--- src/rtl/pc_redirect_ctrl_pkg.sv ---
// rtl/pc_redirect_ctrl_pkg.sv - shared types and constants for the fetch PC redirect controller
package pc_redirect_ctrl_pkg;

  localparam int XLEN_DEFAULT = 64;

  // Shared with the PC register so both agree on where fetch starts after reset.
  localparam logic [63:0] RESET_VECTOR = 64'h0000_0000_8000_0000;

  typedef enum logic [2:0] {
    PCR_IDLE      = 3'd0,
    PCR_TRAP_WB   = 3'd1,
    PCR_DRAIN     = 3'd2,
    PCR_TRAP_JUMP = 3'd3,
    PCR_MRET_JUMP = 3'd4
  } pcr_state_t;

  // Drain counter width; stays at least 1 bit so a zero-cycle drain still elaborates.
  function automatic int pcr_cnt_width(input int flush_cycles);
    if (flush_cycles < 1) begin
      return 1;
    end
    return $clog2(flush_cycles + 1);
  endfunction

endpackage

--- src/rtl/pcr_drain_counter.sv ---
// rtl/pcr_drain_counter.sv - loadable down-counter timing the trap drain phase
module pcr_drain_counter #(
  parameter int W = 1
) (
  input  logic         clk,
  input  logic         rst,
  input  logic         i_load,
  input  logic [W-1:0] i_load_val,
  input  logic         i_dec,
  output logic         o_done
);

  logic [W-1:0] r_count;

  always_ff @(posedge clk) begin
    if (rst) begin
      r_count <= '0;
    end else if (i_load) begin
      r_count <= i_load_val;
    end else if (i_dec && (r_count != '0)) begin
      r_count <= r_count - 1'b1;
    end
  end

  // The last drain cycle is the one that still sees a count of 1.
  assign o_done = (r_count == W'(1));

endmodule

--- src/rtl/pc_redirect_ctrl.sv ---
// rtl/pc_redirect_ctrl.sv - arbitrates branch, stall, trap and mret requests into PC controls
module pc_redirect_ctrl
  import pc_redirect_ctrl_pkg::*;
#(
  parameter int XLEN         = XLEN_DEFAULT,
  parameter int FLUSH_CYCLES = 2
) (
  input  logic            clk,
  input  logic            rst,
  input  logic            ex_rel_branch,
  input  logic            ex_abs_branch,
  input  logic [XLEN-1:0] ex_pc,
  input  logic [XLEN-1:0] ex_target,
  input  logic            hazard_stall,
  input  logic            exc_req,
  input  logic [XLEN-1:0] exc_pc,
  input  logic [XLEN-1:0] exc_cause,
  input  logic            mret_req,
  input  logic [XLEN-1:0] csr_mepc,
  input  logic [XLEN-1:0] csr_mtvec,
  output logic            pc_rel_branch,
  output logic            pc_abs_branch,
  output logic            pc_exception,
  output logic            pc_bubble,
  output logic [XLEN-1:0] pc_ref_pc,
  output logic [XLEN-1:0] pc_immediate,
  output logic [XLEN-1:0] pc_mtvec,
  output logic            flush_if_id,
  output logic            flush_id_ex,
  output logic            csr_mepc_we,
  output logic            csr_mcause_we,
  output logic [XLEN-1:0] csr_mepc_wdata,
  output logic [XLEN-1:0] csr_mcause_wdata,
  output logic            busy
);

  localparam int CNT_W = pcr_cnt_width(FLUSH_CYCLES);

  pcr_state_t      r_state;
  pcr_state_t      w_state_nxt;
  logic [XLEN-1:0] r_exc_pc;
  logic [XLEN-1:0] r_exc_cause;
  logic            w_drain_done;
  logic            w_idle;

  assign w_idle = (r_state == PCR_IDLE);

  pcr_drain_counter #(
    .W (CNT_W)
  ) u_drain_cnt (
    .clk        (clk),
    .rst        (rst),
    .i_load     (r_state == PCR_TRAP_WB),
    .i_load_val (CNT_W'(FLUSH_CYCLES)),
    .i_dec      (r_state == PCR_DRAIN),
    .o_done     (w_drain_done)
  );

  always_comb begin
    w_state_nxt = r_state;
    case (r_state)
      PCR_IDLE: begin
        if (exc_req) begin
          w_state_nxt = PCR_TRAP_WB;
        end else if (mret_req) begin
          w_state_nxt = PCR_MRET_JUMP;
        end
      end
      PCR_TRAP_WB:   w_state_nxt = (FLUSH_CYCLES == 0) ? PCR_TRAP_JUMP : PCR_DRAIN;
      PCR_DRAIN:     w_state_nxt = w_drain_done ? PCR_TRAP_JUMP : PCR_DRAIN;
      PCR_TRAP_JUMP: w_state_nxt = PCR_IDLE;
      PCR_MRET_JUMP: w_state_nxt = PCR_IDLE;
      default:       w_state_nxt = PCR_IDLE;
    endcase
  end

  always_ff @(posedge clk) begin
    if (rst) begin
      r_state     <= PCR_IDLE;
      r_exc_pc    <= '0;
      r_exc_cause <= '0;
    end else begin
      r_state <= w_state_nxt;
      if (w_idle && exc_req) begin
        r_exc_pc    <= exc_pc;
        r_exc_cause <= exc_cause;
      end
    end
  end

  // Outputs are forced low while rst is high so a mid-sequence reset never leaks a jump or CSR write.
  always_comb begin
    pc_rel_branch    = 1'b0;
    pc_abs_branch    = 1'b0;
    pc_exception     = 1'b0;
    pc_bubble        = 1'b0;
    pc_ref_pc        = '0;
    pc_immediate     = '0;
    pc_mtvec         = '0;
    flush_if_id      = 1'b0;
    flush_id_ex      = 1'b0;
    csr_mepc_we      = 1'b0;
    csr_mcause_we    = 1'b0;
    csr_mepc_wdata   = '0;
    csr_mcause_wdata = '0;
    busy             = 1'b0;
    if (!rst) begin
      busy = !w_idle;
      case (r_state)
        PCR_IDLE: begin
          if (exc_req || mret_req) begin
            pc_bubble   = 1'b1;
            flush_if_id = 1'b1;
            flush_id_ex = 1'b1;
          end else if (ex_rel_branch) begin
            pc_rel_branch = 1'b1;
            pc_ref_pc     = ex_pc;
            pc_immediate  = ex_target;
            flush_if_id   = 1'b1;
            flush_id_ex   = 1'b1;
          end else if (ex_abs_branch) begin
            pc_abs_branch = 1'b1;
            pc_immediate  = ex_target;
            flush_if_id   = 1'b1;
            flush_id_ex   = 1'b1;
          end else if (hazard_stall) begin
            pc_bubble = 1'b1;
          end
        end
        PCR_TRAP_WB: begin
          csr_mepc_we      = 1'b1;
          csr_mcause_we    = 1'b1;
          csr_mepc_wdata   = r_exc_pc;
          csr_mcause_wdata = r_exc_cause;
          pc_bubble        = 1'b1;
          flush_if_id      = 1'b1;
          flush_id_ex      = 1'b1;
        end
        PCR_DRAIN: begin
          pc_bubble   = 1'b1;
          flush_if_id = 1'b1;
          flush_id_ex = 1'b1;
        end
        PCR_TRAP_JUMP: begin
          pc_exception = 1'b1;
          pc_mtvec     = csr_mtvec;
          flush_if_id  = 1'b1;
          flush_id_ex  = 1'b1;
        end
        PCR_MRET_JUMP: begin
          pc_abs_branch = 1'b1;
          pc_immediate  = csr_mepc;
          flush_if_id   = 1'b1;
          flush_id_ex   = 1'b1;
        end
        default: begin
          busy = 1'b1;
        end
      endcase
    end
  end

endmodule

--- config.mk ---
export PLATFORM = sky130hd
export DESIGN_NAME = pc_redirect_ctrl
export DESIGN_NICKNAME = d
export VERILOG_FILES = /design/src/rtl/pc_redirect_ctrl_pkg.sv /design/src/rtl/pcr_drain_counter.sv /design/src/rtl/pc_redirect_ctrl.sv
export SDC_FILE = /design/constraint.sdc
export NUM_CORES = 1
export LEC_CHECK = 0
export ABC_CLOCK_PERIOD_IN_PS = 2460
export BUFFER_PORTS_ARGS = -buffer_cell sky130_fd_sc_hd__buf_2
export CORE_AREA = 2 2 277 279
export CTS_BUF_LIST = sky130_fd_sc_hd__clkbuf_8
export CTS_CLUSTER_DIAMETER = 120
export DETAILED_ROUTE_END_ITERATION = 8
export DIE_AREA = 0 0 279 281
export SYNTH_ARGS = -nofsm -noshare
export SYNTH_HDL_FRONTEND = slang
export SYNTH_SLANG_ARGS = --single-unit
--- constraint.sdc ---
create_clock -name clk -period 2.46 [get_ports clk]
set_clock_uncertainty 0.05 [all_clocks]
set_input_delay 0.246 -clock clk [delete_from_list [all_inputs] [get_ports clk]]
set_output_delay 0.246 -clock clk [all_outputs]
set_load 0.05 [all_outputs]
==> flow_summary.yaml <==
run_status:
  status: "complete, but fails checks"
  violations: "setup timing"
setup_path:
  cpPeakStageDelay_ns: 0.56
  cp_cell_sequence: "or4_4 -> nor4_4 -> buf_6 -> buf_16 -> a22o_1 -> buf_12"
  cp.arrival_ns: 2.56
  required_ns: 2.16
  critPathMaxFanout: 7
  cp_slowest_cell: "or4_4"
  start_kind: "flip-flop"
  crit_family: "simple AND/OR/NAND/NOR gates"
  end_kind: "primary output"
  path_buf_inv: 3
  critPathKind: "reg -> out"
route:
  drc: 0
  drtIter0Drc: 492
  wl_per_cell_um: 28.2
  postRouteAntennaNets: 0
  vias: 11139
  wl_mm: 80.6
  vias_per_cell: 3.90
  drtPass1Iterations: 5
timing:
  hold_viol_final: 0
  maxSlewHeadroom_pct: 48.8
  period_needed_ns: 2.86
  timing.final.crit_share_pct: 116
  setup_viol_count_final: 257
  hold_slack_ns: 0.160
  final.setup.tns_ns: -54.80
  rsz0062_at_grt: "yes"
  slew_viol_final: 0
  fmax_mhz: 350
  setup_ws_ns: -0.397
  tightestPinTransition_ns: 0.768
clock_network:
  cts_sinks: 133
  numCtsBuffers: 17
  cts.clk_slew.worst_paths_ns: 0.10
  clock_latency_ns: 0.52
  cts_tree: "built"
  cts-root-buf: "clkbuf_8"
  max-clock-path-buffers: 2
  cts.htree.levels: 4
logic_synthesis:
  synth_commonest_cells: "and2_1 (256), nand2_1 (256), dfxtp_1 (133)"
  yosysTopAreaCellShare_pct: 37.4
  synth_seq_cells: 133
  synth-simple-area-share_pct: 38.5
  syn_area_mm2: 0.00712
  synth-xor-area-share_pct: 0.123
  async_flop_share_pct: 0
  synth.yosys.seq_area_share_pct: 37.4
  yosys.area_share.adder_pct: 0.351
  yosys.area.top_type: "dfxtp_1"
  syn_nets: 1362
  synth_compound_area_share_pct: 17.8
  yosys_most_used_dff: "dfxtp_1"
  yosys-mux-area-fraction_pct: 0.141
  yosys_warnings: 0
  synth_cells: 969
  ys_types: 31
  synth_top_family_by_area: "simple AND/OR/NAND/NOR gates"
  synth_edf_count: 0
  ys_top_cells_by_area: "dfxtp_1 (37%), and2_1 (22%), nand2_1 (13%)"
  syn_area_per_cell_um2: 7.35
placement:
  gp_congestion: 0.956
  dp_hpwl_mm: 60.3
  pre_cts_slack_ns: 0.116
  portBuffers: 719
  place_area_mm2: 0.0142
power_and_ir_drop:
  power.leakage_nw: 8.76
  peakVddDrop_v: 0.000266
  power_density_mw_per_mm2: 346
  finalPower_mw: 6.85
worst_hold_path:
  hold_path.class: "in -> reg"
floorplanning:
  core-area_mm2: 0.0754
  start_util_pct: 9.44
  fp-row-count: 101
  die_h_um: 281
  die_w_um: 279
  die-area_mm2: 0.0784
  pin_count: 720
grt:
  grt_usage_pct: 17.7
  grt_max_degree: 123
  overflow: 0
  grt_pass1_vias: 10079
  antenna_found_initial: 49
  grt_pass1_wl_mm: 91.3
layout:
  synthToLayoutAreaGrowth_pct: 178
  drive_above_1_share_pct: 59.9
  design_area_mm2: 0.0198
  fin_nets: 2253
flow_run:
  maxCapViolations: 0
## tightest hold or removal path: stages
cell and delay, ns:
buf_4 0.13, buf_4 0.20, o32ai_1 0.10
## stage by stage
step,instances,util (%)
after floorplan,969,-
after global placement,2607,18.8
after detailed placement,2607,18.8
after CTS,2775,21.7
after global routing,2855,26.3
final,2859,26.3
## power by group
part | internal, mW | switching, mW | total, mW | leakage, nW
Combinational | 1.11 | 1.33 | 2.45 | 7.47
Sequential | 2.32 | 0.0993 | 2.42 | 1.09
Clock | 0.883 | 1.10 | 1.99 | 0.202
## cells by family (layout without fill, tap and decap cells)
group           Yosys count  after routing
buf+inv                  94            998
other cells               0              8
fa+ha+maj                 2              2
flops                   133            133
simple gates            536            536
compound gates          202            202
xor+xnor                  1              1
mux                       1              1
## cell type report
class,instances,area [µm²]
Antenna cell,8,20.0
Timing Repair Buffer,962,10500
Multi-Input combinational cell,742,4990
Clock buffer,19,262
Clock inverter,13,135
Fill cell,7865,55600
Inverter,4,15.0
Sequential cell,133,2670
Tap cell,978,1220
## layout by cell type (no fill, tap or decap), types with 3 or more instances in the layout
master,count
diode_2,8
dfxtp_2,3
a22o_1,24
a21oi_1,131
clkinv_4,3
clkbuf_16,25
a22o_4,40
and2_1,57
buf_16,5
nor2_1,5
inv_6,5
dfxtp_1,130
and2_4,199
buf_8,118
buf_6,65
dlygate4sd3_1,130
clkbuf_8,19
buf_2,393
buf_4,42
nand2_1,256
buf_12,182
## path summary, 6_finish.rpt
| kind | from | to | slack [ns] | cells past startpoint |
|---|---|---|---|---|
| setup / recovery | r_state[0] | pc_immediate[39] | -0.40 | 6 |
| hold / removal | rst | u_drain_cnt.r_count[0] | 0.16 | 3 |
| setup reg to reg | r_state[2] | r_exc_cause[21] | 0.10 | 9 |
| hold reg to reg | r_exc_cause[15] | r_exc_cause[15] | 0.41 | 2 |
## state kept, by name, indices dropped and copies added (netlist names)
name / flops
r_state: 3
r_exc_pc: 64
r_exc_cause: 64
u_drain_cnt.r_count: 2
## per-layer routing
metal	part of all wire, %	GRT usage, %	wire length (µm)
met1	41	21.4	32800
met2	46	29.0	37400
met3	10	7.63	8350
met4	2.5	3.69	2020
met5	0.063	0	51
## repair_timing
action / CTS / global route
pin swaps: 10 / 178
endpoints found under the hold margin: 129 / 0
buffers inserted: 3 / 40
hold buffers: 130 / 0
cloned: 3 / 36
resized for setup: 116 / 781
setup endpoints to repair: 311 / 323
(Power assumes the default switching activity.)
